==> config.mk <==
export PLATFORM = sky130hd
export DESIGN_NAME = breakout_block_column
export DESIGN_NICKNAME = d
export VERILOG_FILES = /design/src/rtl/breakout_block_column.sv
export SDC_FILE = /design/constraint.sdc
export NUM_CORES = 1
export LEC_CHECK = 0
export ABC_AREA = 1
export CAP_MARGIN = 20
export CELL_PAD_IN_SITES_DETAIL_PLACEMENT = 0
export CELL_PAD_IN_SITES_GLOBAL_PLACEMENT = 2
export CORE_MARGIN = 1
export CORE_UTILIZATION = 30
export CTS_BUF_LIST = sky130_fd_sc_hd__clkbuf_16
export CTS_CLUSTER_DIAMETER = 30
export DETAILED_ROUTE_END_ITERATION = 8
export GPL_TIMING_DRIVEN = 0
export PLACE_DENSITY_LB_ADDON = 0.1
export SYNTH_ARGS = -nofsm -noshare
export SYNTH_HDL_FRONTEND = slang
export SYNTH_SLANG_ARGS = --single-unit
==> constraint.sdc <==
create_clock -name clk -period 9.3 [get_ports clk]
set_input_delay 1.395 -clock clk [delete_from_list [all_inputs] [get_ports clk]]
set_output_delay 1.395 -clock clk [all_outputs]
set_load 0.01 [all_outputs]
==> src/rtl/breakout_block_column.sv <==
// Parametrised breakout brick column: per-row hit points, per-frame contact check, bounce pulses, score.
// Optional `define BREAKOUT_HP_SHADE_EN adds pix_hp, the hit points of the block under the pixel.
module breakout_block_column #(
  parameter int NUM_ROWS        = 8,
  parameter int COL_X_L         = 574,
  parameter int BLOCK_W         = 106,
  parameter int ROW_Y0          = 4,
  parameter int BLOCK_H         = 16,
  parameter int ROW_PITCH       = 23,
  parameter int EDGE_T          = 3,
  parameter int HIT_POINTS      = 1,
  parameter int PTS_PER_BLOCK   = 1,
  parameter int SCORE_W         = 8,
  parameter int COOLDOWN_FRAMES = 2
) (
  input  logic               clk,
  input  logic               reset,
  input  logic               frame_tick,
  input  logic [10:0]        pix_x,
  input  logic [10:0]        pix_y,
  input  logic [10:0]        ball_x_l,
  input  logic [10:0]        ball_x_r,
  input  logic [10:0]        ball_y_t,
  input  logic [10:0]        ball_y_b,
  output logic               col_on,
  output logic               move_u,
  output logic               move_d,
  output logic               move_l,
  output logic               move_r,
  output logic               hit_pulse,
  output logic [SCORE_W-1:0] score,
  output logic               cleared
`ifdef BREAKOUT_HP_SHADE_EN
  ,
  output logic [2:0]         pix_hp
`endif
);

  localparam int COL_X_R   = COL_X_L + BLOCK_W - 1;
  localparam int CNT_W     = (COOLDOWN_FRAMES < 1) ? 1 : $clog2(COOLDOWN_FRAMES + 1);
  localparam int IDX_W     = (NUM_ROWS > 1) ? $clog2(NUM_ROWS) : 1;
  localparam int SCORE_MAX = (1 << SCORE_W) - 1;

  typedef enum logic {IDLE, COOLDOWN} state_t;

  state_t             state, state_nx;
  logic [CNT_W-1:0]   cnt, cnt_nx;
  logic [2:0]         hp [NUM_ROWS];
  logic               found, take, all_dead;
  logic [IDX_W-1:0]   sel_idx;
  logic [3:0]         sel_dir;
  logic [SCORE_W-1:0] score_nx;

  // Pixel test: a dead block (hp == 0) is never drawn.
  always_comb begin
    int px, py, t;
    col_on = 1'b0;
`ifdef BREAKOUT_HP_SHADE_EN
    pix_hp = 3'd0;
`endif
    px = int'(pix_x);
    py = int'(pix_y);
    for (int r = 0; r < NUM_ROWS; r++) begin
      t = ROW_Y0 + r * ROW_PITCH;
      if (py >= t && py <= t + BLOCK_H - 1 && px >= COL_X_L && px <= COL_X_R && hp[r] != 3'd0) begin
        col_on = 1'b1;
`ifdef BREAKOUT_HP_SHADE_EN
        pix_hp = hp[r];
`endif
      end
    end
  end

  // Contact: lowest-index live row with any side contact wins; sel_dir is {u, d, l, r}.
  always_comb begin
    int xl, xr, yt, yb, t, b;
    logic yov, xov;
    logic [3:0] dir;
    found   = 1'b0;
    sel_idx = '0;
    sel_dir = 4'b0000;
    xl = int'(ball_x_l);
    xr = int'(ball_x_r);
    yt = int'(ball_y_t);
    yb = int'(ball_y_b);
    xov = (xr >= COL_X_L) && (xl <= COL_X_R);
    for (int r = 0; r < NUM_ROWS; r++) begin
      t   = ROW_Y0 + r * ROW_PITCH;
      b   = t + BLOCK_H - 1;
      yov = (yb >= t) && (yt <= b);
      dir[3] = (yb >= t) && (yb <= t + EDGE_T) && xov;
      dir[2] = (yt >= b - EDGE_T) && (yt <= b) && xov;
      dir[1] = (xr >= COL_X_L) && (xr <= COL_X_L + EDGE_T) && yov;
      dir[0] = (xl >= COL_X_R - EDGE_T) && (xl <= COL_X_R) && yov;
      if (!found && hp[r] != 3'd0 && dir != 4'b0000) begin
        found   = 1'b1;
        sel_idx = IDX_W'(r);
        sel_dir = dir;
      end
    end
  end

  always_comb begin
    int s;
    all_dead = 1'b1;
    for (int r = 0; r < NUM_ROWS; r++) begin
      if (hp[r] != 3'd0) all_dead = 1'b0;
    end
    s = int'(score) + PTS_PER_BLOCK;
    score_nx = (s > SCORE_MAX) ? SCORE_W'(SCORE_MAX) : SCORE_W'(s);
  end

  // Cooldown with a zero count still spends one cycle in COOLDOWN before re-arming.
  always_comb begin
    state_nx = state;
    cnt_nx   = cnt;
    take     = 1'b0;
    case (state)
      IDLE: begin
        if (frame_tick && found) begin
          take     = 1'b1;
          state_nx = COOLDOWN;
          cnt_nx   = CNT_W'(COOLDOWN_FRAMES);
        end
      end
      COOLDOWN: begin
        if (cnt == '0) begin
          state_nx = IDLE;
        end else if (frame_tick) begin
          cnt_nx = cnt - CNT_W'(1);
          if (cnt == CNT_W'(1)) state_nx = IDLE;
        end
      end
      default: state_nx = IDLE;
    endcase
  end

  always_ff @(posedge clk) begin
    if (reset) begin
      state     <= IDLE;
      cnt       <= '0;
      for (int r = 0; r < NUM_ROWS; r++) hp[r] <= 3'(HIT_POINTS);
      score     <= '0;
      move_u    <= 1'b0;
      move_d    <= 1'b0;
      move_l    <= 1'b0;
      move_r    <= 1'b0;
      hit_pulse <= 1'b0;
      cleared   <= 1'b0;
    end else begin
      state     <= state_nx;
      cnt       <= cnt_nx;
      {move_u, move_d, move_l, move_r} <= take ? sel_dir : 4'b0000;
      hit_pulse <= take;
      if (take) begin
        hp[sel_idx] <= hp[sel_idx] - 3'd1;
        if (hp[sel_idx] == 3'd1) score <= score_nx;
      end
      if (all_dead) cleared <= 1'b1;
    end
  end

endmodule

==> results of run 1 <==
==> report_power, final <==
group | switching, mW | internal (mW) | leakage, nW
clock network | 0.0657 | 0.0974 | 0.0748
logic | 0.106 | 0.0634 | 2.04
registers | 0.00474 | 0.198 | 0.358
==> state kept, by name, summed over array words and instances (netlist names) <==
name,cells
hp,24
score,8
cnt,2
cleared,1
hit_pulse,1
move_d,1
move_l,1
move_r,1
move_u,1
state,1
==> synth_stat cells, types with 2 or more instances <==
cell and instances:
sky130_fd_sc_hd__nor4_1 7, sky130_fd_sc_hd__clkinv_1 2, sky130_fd_sc_hd__a31oi_1 3, sky130_fd_sc_hd__nor3_1 30
sky130_fd_sc_hd__nor2_2 6, sky130_fd_sc_hd__edfxtp_1 24, sky130_fd_sc_hd__o21a_1 4, sky130_fd_sc_hd__o2111ai_1 2
sky130_fd_sc_hd__nand3_1 84, sky130_fd_sc_hd__a311oi_1 2, sky130_fd_sc_hd__nand2_1 190, sky130_fd_sc_hd__nand4_1 24
sky130_fd_sc_hd__nand2_2 12, sky130_fd_sc_hd__a21oi_1 32, sky130_fd_sc_hd__nand3_2 4, sky130_fd_sc_hd__buf_2 5
sky130_fd_sc_hd__o21ai_0 27, sky130_fd_sc_hd__buf_6 2, sky130_fd_sc_hd__o31ai_1 3, sky130_fd_sc_hd__nor3b_1 2
sky130_fd_sc_hd__dfxtp_1 17, sky130_fd_sc_hd__inv_1 109, sky130_fd_sc_hd__o22ai_1 10, sky130_fd_sc_hd__o211ai_1 8
sky130_fd_sc_hd__nor2_4 3, sky130_fd_sc_hd__o311ai_0 2, sky130_fd_sc_hd__ha_1 6, sky130_fd_sc_hd__xor2_1 3
sky130_fd_sc_hd__clkbuf_1 4, sky130_fd_sc_hd__inv_2 12, sky130_fd_sc_hd__nand3b_1 3, sky130_fd_sc_hd__nor2_1 146
sky130_fd_sc_hd__o21ai_1 8, sky130_fd_sc_hd__a211oi_1 3
==> worst min-delay path by stage <==
stage	startpoint	to	slack (ps)
after floorplan	cnt[0]	cnt[0]	430
after global placement	cnt[0]	cnt[0]	450
after detailed placement	cnt[0]	cnt[0]	460
after CTS	cnt[0]	cnt[0]	470
after global routing	cnt[0]	cnt[0]	490
final	cnt[0]	cnt[0]	470
==> cells by family after synthesis <==
family | Yosys count | synth area share (%)
adder cells (fa/ha/maj) | 6 | 1.61
AND/OR/NAND/NOR | 515 | 49.3
buffers and inverters | 137 | 11.7
XOR/XNOR | 3 | 0.564
flip-flops | 41 | 22.8
AO/OA/AOI/OAI | 109 | 14.1
==> through the flow <==
step	instance area [um2]	setup slack [ps]	cells
2_1_floorplan	4660	4950	811
3_5_place_dp	5650	3700	1075
4_1_cts	5790	3860	1083
3_3_place_gp	5650	3610	1075
5_1_grt	5790	3470	1083
6_report	5790	3850	1083
==> layer usage <==
layer | wire length (um) | part of all wire, % | vias up
met3 | 784 | 5.0 | 16
met4 | 135 | 0.86 | 0
met5 | 0 | 0 | -
met1 | 7980 | 51 | 2550
li1 | - | - | 2860
met2 | 6750 | 43 | 186
==> area by class of cell <==
cell class	instances	area (um2)
flip-flops and latches	41	1060
fillers	1742	9410
multi-input cells	633	3050
inverters	125	473
well taps	188	235
clock inverters	3	13.8
plain buffers	12	70.1
repair buffers	76	761
clock buffers	5	125
==> flow_summary.yaml, run 1 <==
status:
  status: "complete, no violations"
critical_path:
  criticalPathCategory: "in2out"
  cell_with_the_biggest_individual_delay_on_the_critical_path: "sky130_fd_sc_hd__clkdlybuf4s50_1"
  path_delay_family: "buffers and inverters"
  crit_cells: 13
  crit_chain: "clkdlybuf4s50_1 -> nor2_1 -> inv_1 -> nor2_1 -> inv_1 -> nor2_1 -> inv_1 -> nor2_1 -> o211ai_1 -> o21ai_0 -> a311oi_1 -> a21oi_1 -> clkdlybuf4s50_1"
  timing.critical_path.to: "col_on"
  regToRegStartpoint: "hp[0][0]"
  crit_buf_inv: 5
  critPathRequiredTime_ps: 7910
  worstPathMaxFanout: 6
  cpMostUsedCell: "sky130_fd_sc_hd__nor2_1"
  critical-path-max-stage-delay_ps: 540
  timing.critical_path.from_type: "primary input"
  end_kind: "output port"
  critical_path.reg2reg.endpoint: "score[3]"
  worst-endpoint-arrival_ps: 4060
  rr_worst_depth: 23
  timing.reg2reg.setup_slack_ps: 5420
  critical_path.startpoint: "pix_y[9]"
floorplan:
  die_h_um: 127
  die_x_um: 127
  die_area_mm2: 0.0160
  core_mm2: 0.0152
  floorplan.io_pins: 84
  floorplan.initialDensity_pct: 30.6
  num_rows: 45
drt:
  finalWirelength_um: 15600
  num_vias: 5612
  detailed_routing_iterations_pass_1: 5
  detail_route.wl_per_cell_um: 14.4
  drc: 0
  dr.first_iter.drc_count: 403
  ant_nets: 0
  drt-vias-per-instance: 5.18
sta:
  clock.fmax_mhz: 183
  finalWorstPathRequiredPeriod_ps: 5450
  finalSetupViolCount: 0
  grt_setup_unrepaired: "no"
  timing.setup.tns_ps: 0
  worst_hold_slack_ps: 467
  number_of_pins_with_negative_max_slew_slack_in_the_final_report: 0
  slew_hr_pct: 56.9
  hold_violations_final: 0
  post-route-period-util_pct: 58.6
  clock-skew-final_ps: 4.18
  tightestPinTransition_ps: 644
cts:
  cts.clk_slew.worst_paths_ps: 60
  cts_num_sinks: 41
  cts.path.max_buffers: 2
  numCtsBuffers: 5
  postCtsResizedCells: 0
  clock_insertion_delay_worst_skew_ps: 280
  cts.root.buffer_cell: "sky130_fd_sc_hd__clkbuf_16"
  tritoncts_clock_tree: "done"
  cts-hold-fix-buffers: 0
  postCtsSetupBuffers: 0
  cts_htree_levels: 2
placed_design:
  gp_routability_congestion: 0.879
  dp_hpwl_um: 12800
  placement.io_buffers: 76
synthesis:
  netlist.top_cell.by_area: "sky130_fd_sc_hd__edfxtp_1"
  postSynth.asyncResetShare_pct: 0
  synth.area.top_cells: "sky130_fd_sc_hd__edfxtp_1, sky130_fd_sc_hd__nand2_1, sky130_fd_sc_hd__nor2_1"
  ys_ff_latch: 41
  synthesis.nets: 886
  syn_area_mm2: 0.00466
  seq_area_frac_synth_pct: 22.8
  post_synth_inst_count: 811
  top_cell_type_s_share_of_synthesized_area_pct: 15.5
  post_synth.cell_area_avg_um2: 5.74
  postSynth.topFlopCell: "sky130_fd_sc_hd__edfxtp_1"
  synth_warnings: 0
  synth.distinct_cells: 46
  synth_edf_count: 24
global_route:
  grt_pass1_wl_um: 25600
  number_of_antenna_violations_at_the_first_check_in_global_routing: 0
  gr-usage-all-layers_pct: 19.6
  grt.met1_usage_pct: 28.3
  grt_met3_use_pct: 1.94
  grt_pass1_vias: 5260
  maximum_number_of_pins_on_one_net_before_global_route_repair: 13
  global_route.usage.met2_pct: 31.8
  busiest_layer: "met2"
  grt-ovfl-total: 0
job:
  reported_max_cap_violation_count: 0
cells_and_area:
  post_route_cells_drive_above_1_share_pct: 6.70
  most-common-layout-cells: "sky130_fd_sc_hd__nand2_1, sky130_fd_sc_hd__nor2_1, sky130_fd_sc_hd__inv_1, sky130_fd_sc_hd__nand3_1, sky130_fd_sc_hd__clkdlybuf4s50_1"
  final_core_utilization_pct: 38.1
  antennaDiodeCount: 0
  fin_nets: 969
  area.growth.synth_to_final_pct: 24.4
  mostFrequentLayoutCell: "sky130_fd_sc_hd__nand2_1"
power:
  irDropWorstVdd_uv: 85.8
  total_power_mw: 0.536
  power_per_cell_area_mw_per_mm2: 92.5
  leakage_component_of_the_power_nw: 2.47
worst_hold_path:
  worst_hold_path_type: "reg2reg"
  whs_path_depth: 1
(Power assumes the default switching activity.)
==> inputs of run 2 (changes only) <==
CORE_UTILIZATION = 25   (was 30)
clock period = 4.86 ns   (was 9.3 ns; I/O delays follow)
==> run 2 against run 1 <==
- sequential share of layout area fell by 0.39 points
- critical path depth rose by 9
- sequential cell count did not move
- die area rose by 20%
- combinational power rose by 94%
- critical path type is now in2reg
- global-route usage fell by 2.4 points
- utilization fell by 5.4 points
- clock-buffer cell count rose by 1
- final cell count rose by 4.0%
- the flow now finishes with violations (design-rule violations)
- worst setup slack got worse by 3400 ps
==> flow_summary.yaml, run 2 (same netlist as run 1, synthesis figures left out) <==
cells_and_area:
  layout_top_registers: "hp (24), score (8), cnt (2)"
  largest_reg_flops: 24
  mostFrequentLayoutCell: "sky130_fd_sc_hd__nand2_1"
  fin_nets: 971
  post_route_cells_drive_above_1_share_pct: 7.13
  most-common-layout-cells: "sky130_fd_sc_hd__nand2_1, sky130_fd_sc_hd__nor2_1, sky130_fd_sc_hd__inv_1, sky130_fd_sc_hd__nand3_1, sky130_fd_sc_hd__clkdlybuf4s50_1"
  area.growth.synth_to_final_pct: 27.1
  register_area_mm2: 0.00106
  antennaDiodeCount: 0
  post-route-cell-area_mm2: 0.00592
  regMostFlops: "hp"
  filler_cell_count: 2007
  multi_input_comb_area_mm2: 0.00308
floorplan:
  floorplan.io_pins: 84
  num_rows: 49
  die_h_um: 138
  floorplan.initialDensity_pct: 25.7
  core_mm2: 0.0181
  die_area_mm2: 0.0192
  die_x_um: 138
critical_path:
  worst-endpoint-arrival_ps: 4480
  critPathRequiredTime_ps: 4880
  crit_chain: "clkdlybuf4s50_1 -> nand2_1 -> nor2_2 -> nor3b_2 -> nand3_1 -> nand2_1 -> inv_1 -> nand2_1 -> nand2_1 -> nand2_2 -> a21oi_4 -> nand3_1 -> nand2_1 -> nor2_1 -> nand2_1 -> nor2_1 -> nor2_1 -> nand2_1 -> clkinv_2 -> ha_1 -> inv_1 -> nor2_1"
  regToRegStartpoint: "hp[0][0]"
  crit_buf_inv: 4
  end_kind: "flip-flop"
  timing.reg2reg.setup_slack_ps: 1270
  rr_worst_depth: 17
  cell_with_the_biggest_individual_delay_on_the_critical_path: "sky130_fd_sc_hd__nor3b_2"
  critical-path-max-stage-delay_ps: 550
  timing.critical_path.from_type: "primary input"
  cpMostUsedCell: "sky130_fd_sc_hd__nand2_1"
  critical_path.reg2reg.endpoint: "hp[7][1]"
  worstPathMaxFanout: 9
  path_delay_family: "simple AND/OR/NAND/NOR gates"
  criticalPathCategory: "in2reg"
power:
  total_power_mw: 1.07
  leakage_component_of_the_power_nw: 2.55
  power_per_cell_area_mw_per_mm2: 181
  irDropWorstVdd_uv: 142
global_route:
  grt_pass1_vias: 5330
  gr-usage-all-layers_pct: 17.2
  number_of_antenna_violations_at_the_first_check_in_global_routing: 0
  grt_pass1_wl_um: 26900
  maximum_number_of_pins_on_one_net_before_global_route_repair: 13
  grt-ovfl-total: 0
worst_hold_path:
  hold_path.startpoint: "cnt[0]"
  worst_hold_path_type: "reg2reg"
  min_to: "cnt[0]"
  whs_path_depth: 1
job:
  reported_max_cap_violation_count: 0
sta:
  number_of_pins_with_negative_max_slew_slack_in_the_final_report: 0
  clock-skew-final_ps: 4.47
  hold_violations_final: 0
  finalWorstPathRequiredPeriod_ps: 4450
  grt_setup_unrepaired: "no"
  post-route-period-util_pct: 91.6
  clock.fmax_mhz: 225
  slew_hr_pct: 59.3
  finalSetupViolCount: 0
  tightestPinTransition_ps: 608
  timing.setup.tns_ps: 0
placed_design:
  dp_hpwl_um: 13500
  placement.io_buffers: 76
  postPlaceCellArea_mm2: 0.00570
  gp_routability_congestion: 0.897
drt:
  num_vias: 5588
  dr.first_iter.drc_count: 388
  detail_route.wl_per_cell_um: 14.6
  drc: 10
  finalWirelength_um: 16500
  ant_nets: 0
  detailed_routing_iterations_pass_1: 7
  drt-vias-per-instance: 4.96
cts:
  tritoncts_clock_tree: "done"
  cts.root.buffer_cell: "sky130_fd_sc_hd__clkbuf_16"
  cts_htree_levels: 2
  cts-hold-fix-buffers: 0
  cts.path.max_buffers: 2
  numCtsBuffers: 5
  clock_insertion_delay_worst_skew_ps: 280
  cts.clk_slew.worst_paths_ps: 60
  cts_num_sinks: 41
status:
  violations: "design-rule violations"
  status: "finished, violations left"
==> run 2: cell types whose count changed in the layout (fill, tap and decap cells not counted), sizes merged <==
cell,change
clkdlybuf4s50,-6
dlymetal6s2s,+6
clkbuf,+1
buf,+2
clkinv,-1
==> run 2: per-stage QoR <==
| step | hold WS, ps | util [%] | worst slack (ps) | instances |
|---|---|---|---|---|
| 2_1_floorplan | 435 | - | 1170 | 811 |
| 3_3_place_gp | 449 | 31.5 | -126 | 1116 |
| 3_5_place_dp | 473 | 31.5 | -139 | 1116 |
| 4_1_cts | 481 | 32.4 | 158 | 1124 |
| 5_1_grt | 484 | 32.7 | 17.2 | 1126 |
| 6_report | 481 | 32.7 | 407 | 1126 |
==> run 2: layout make-up <==
type | instances | area share (%)
Multi-Input combinational cell | 633 | 52.0
Sequential cell | 41 | 17.9
Timing Repair Buffer | 78 | 13.4
Inverter | 125 | 7.99
Tap cell | 229 | 4.84
Clock buffer | 6 | 2.54
Buffer | 12 | 1.23
Clock inverter | 2 | 0.127
==> run 2: repair_timing <==
item,4_1_cts,5_1_grt
endpoints found under the setup margin,0,15
resized for setup,0,14
buffers inserted,0,2
hold endpoints to repair,0,0
==> run 2: worst max path at each step <==
stage / startpoint / to / slack, ps / cells after the start
after floorplan: ball_x_r[7] / score[3] / 1170 / 27
after global placement: ball_y_t[6] / score[1] / -130 / 32
after detailed placement: ball_y_t[6] / score[1] / -140 / 32
after CTS: ball_y_t[6] / score[1] / 160 / 32
after global routing: ball_y_b[7] / score[1] / 20 / 30
final: ball_x_l[9] / hp[7][1] / 410 / 22
==> run 2: where the power goes <==
group          switching, mW  leakage (nW)  internal, mW
clock                  0.136        0.0808         0.218
combinational          0.206          2.11         0.123
sequential           0.00910         0.358         0.379
==> run 2: metal layers <==
layer  routed length, um  up-vias  GRT usage (%)
met1                8400     2575           24.4
met4                 172        0           3.19
met2                7160      135           27.6
met5                   0        -              0
li1                    -     2861              -
met3                 733       17           2.42
==> inputs of run 3 (changes only) <==
clock period = 3.6 ns   (was 4.86 ns; I/O delays follow)
==> run 3 against run 2 <==
- the run still ends with design-rule violations left
- non-clock buffer count increased by 79
- sequential cell count unchanged
- final cell count grew 7.0%
- utilization increased by 6.4 points
- largest power group is now combinational logic
- highest routed layer unchanged
==> flow_summary.yaml, run 3 (same netlist as run 1, synthesis figures left out) <==
cts:
  tritoncts_clock_tree: "done"
  clock_insertion_delay_worst_skew_ps: 280
  cts_num_sinks: 41
  cts-hold-fix-buffers: 0
  cts.root.buffer_cell: "sky130_fd_sc_hd__clkbuf_16"
  cts.path.max_buffers: 2
  cts.clk_slew.worst_paths_ps: 60
  numCtsBuffers: 5
  cts_htree_levels: 2
floorplan:
  die_area_mm2: 0.0192
  die_h_um: 138
  die_x_um: 138
  floorplan.io_pins: 84
  core_mm2: 0.0181
  num_rows: 49
  floorplan.initialDensity_pct: 25.7
sta:
  finalWorstPathRequiredPeriod_ps: 3450
  number_of_pins_with_negative_max_slew_slack_in_the_final_report: 0
  worst_hold_slack_ps: 480
  tightestPinTransition_ps: 591
  slew_hr_pct: 60.3
  clock.fmax_mhz: 290
  timing.setup.tns_ps: 0
  clock-skew-final_ps: 3.96
  fin_ws_ps: 153
  finalSetupViolCount: 0
  post-route-period-util_pct: 95.8
  grt_setup_unrepaired: "yes"
  hold_violations_final: 0
drt:
  detailed_routing_iterations_pass_1: 7
  ant_nets: 0
  dr.first_iter.drc_count: 330
  drt-vias-per-instance: 5.00
  drc: 10
  num_vias: 6025
  finalWirelength_um: 17800
  detail_route.wl_per_cell_um: 14.8
power:
  fraction_of_power_spent_switching_nets_pct: 34.2
  leakage_component_of_the_power_nw: 3.06
  irDropWorstVdd_uv: 190
  power_per_cell_area_mw_per_mm2: 223
  comb_power_share_pct: 36.7
  pwr-share-seq_pct: 33.2
  internal-power_mw: 1.04
  clockPowerShare_pct: 30.0
  total_switching_power_mw: 0.540
status:
  violations: "design-rule violations"
  status: "finished, violations left"
cells_and_area:
  largest_reg_flops: 24
  multi_input_comb_area_mm2: 0.00365
  mostFrequentLayoutCell: "sky130_fd_sc_hd__nand2_1"
  post_route_cells_drive_above_1_share_pct: 31.0
  post-route-cell-area_mm2: 0.00707
  register_area_mm2: 0.00106
  fin_nets: 1050
  area.growth.synth_to_final_pct: 51.9
  antennaDiodeCount: 0
  filler_cell_count: 1944
  regMostFlops: "hp"
  most-common-layout-cells: "sky130_fd_sc_hd__nand2_1, sky130_fd_sc_hd__nor2_1, sky130_fd_sc_hd__inv_1, sky130_fd_sc_hd__buf_4, sky130_fd_sc_hd__nand3_1"
  final_core_utilization_pct: 39.1
  layout_top_registers: "hp (24), score (8), cnt (2)"
critical_path:
  end_kind: "flip-flop"
  worstPathMaxFanout: 5
  critical_path.reg2reg.endpoint: "score[1]"
  timing.reg2reg.setup_slack_ps: 290
  rr_worst_depth: 20
  criticalPathCategory: "in2reg"
  worst-endpoint-arrival_ps: 3630
  timing.critical_path.from_type: "primary input"
  regToRegStartpoint: "hp[0][1]"
  critPathRequiredTime_ps: 3780
worst_hold_path:
  hold_path.startpoint: "cnt[0]"
  min_to: "cnt[0]"
  worst_hold_path_type: "reg2reg"
  whs_path_depth: 1
placed_design:
  dpl_worst_slack_ps: -1210
  postPlaceCellArea_mm2: 0.00570
  dp_hpwl_um: 13500
  gp_routability_congestion: 0.897
  placement.io_buffers: 76
global_route:
  grt_pass1_wl_um: 28700
  grt-ovfl-total: 0
  maximum_number_of_pins_on_one_net_before_global_route_repair: 13
  gr-usage-all-layers_pct: 18.2
  number_of_antenna_violations_at_the_first_check_in_global_routing: 0
  grt_pass1_vias: 5719
job:
  reported_max_cap_violation_count: 0
## run 3: through the flow
stage,cells,power [mW]
after floorplan,811,0.785
after detailed placement,1116,0.970
after global placement,1116,0.974
after CTS,1179,1.52
after global routing,1205,1.67
final,1205,1.58
## run 3: power by group through the flow
stage / Clock (mW) / Sequential (mW) / Combinational (mW)
4_1_cts: 0.490 / 0.524 / 0.502
3_5_place_dp: 0 / 0.534 / 0.436
5_1_grt: 0.510 / 0.527 / 0.637
2_1_floorplan: 0 / 0.534 / 0.251
6_report: 0.475 / 0.525 / 0.581
3_3_place_gp: 0 / 0.534 / 0.440
## run 3: timing repair
item,4_1_cts,5_1_grt
endpoints found under the setup margin,60,56
pin swaps,50,72
cloned,1,0
resized for setup,130,201
setup buffers,54,26
## run 3: final cells by class
class / count / area share [%]
timing repair buffer: 157 / 18.5
clock inverter: 2 / 0.106
inverter: 125 / 7.25
clock buffer: 6 / 2.12
multi-input combinational: 633 / 51.6
sequential: 41 / 15.0
tap: 229 / 4.05
buffer: 12 / 1.34
## run 3: critical path, stage by stage
cell	delay (ps)
sky130_fd_sc_hd__buf_8	100
sky130_fd_sc_hd__nor2_4	120
sky130_fd_sc_hd__o21ai_2	60
sky130_fd_sc_hd__nor2_2	140
sky130_fd_sc_hd__nand2_4	100
sky130_fd_sc_hd__buf_6	130
sky130_fd_sc_hd__nand3b_1	160
sky130_fd_sc_hd__nand2_2	80
sky130_fd_sc_hd__inv_2	60
sky130_fd_sc_hd__nand2_2	70
sky130_fd_sc_hd__buf_4	130
sky130_fd_sc_hd__buf_4	120
sky130_fd_sc_hd__buf_4	120
sky130_fd_sc_hd__buf_4	120
sky130_fd_sc_hd__a21oi_1	230
sky130_fd_sc_hd__inv_1	170
sky130_fd_sc_hd__o22ai_2	190
sky130_fd_sc_hd__nor2_2	70
sky130_fd_sc_hd__o211ai_1	170
sky130_fd_sc_hd__ha_4	200
sky130_fd_sc_hd__inv_4	40
sky130_fd_sc_hd__nor2_4	170
sky130_fd_sc_hd__buf_6	160
sky130_fd_sc_hd__nand3_2	70
sky130_fd_sc_hd__nand2_1	60
sky130_fd_sc_hd__nor2_1	50
## run 3: how the worst max path moves through the flow
| stage | startpoint | endpoint | slack (ps) | cells past startpoint |
|---|---|---|---|---|
| floorplan | ball_x_r[7] | score[3] | 100 | 27 |
| global placement | ball_y_t[6] | score[1] | -1200 | 32 |
| detailed placement | ball_y_t[6] | score[1] | -1210 | 32 |
| CTS | ball_x_l[4] | hp[1][2] | 4 | 26 |
| global route | ball_y_t[10] | score[1] | -60 | 28 |
| finish | ball_x_r[7] | score[1] | 150 | 26 |
## run 3: per-layer routing
metal / global-route usage, % / vias to the layer above / share of wire [%]
li1: - / 3031 / -
met1: 25.8 / 2796 / 48
met2: 29.4 / 175 / 45
met3: 2.25 / 23 / 5.3
met4: 3.96 / 0 / 1.5
met5: 0 / - / 0
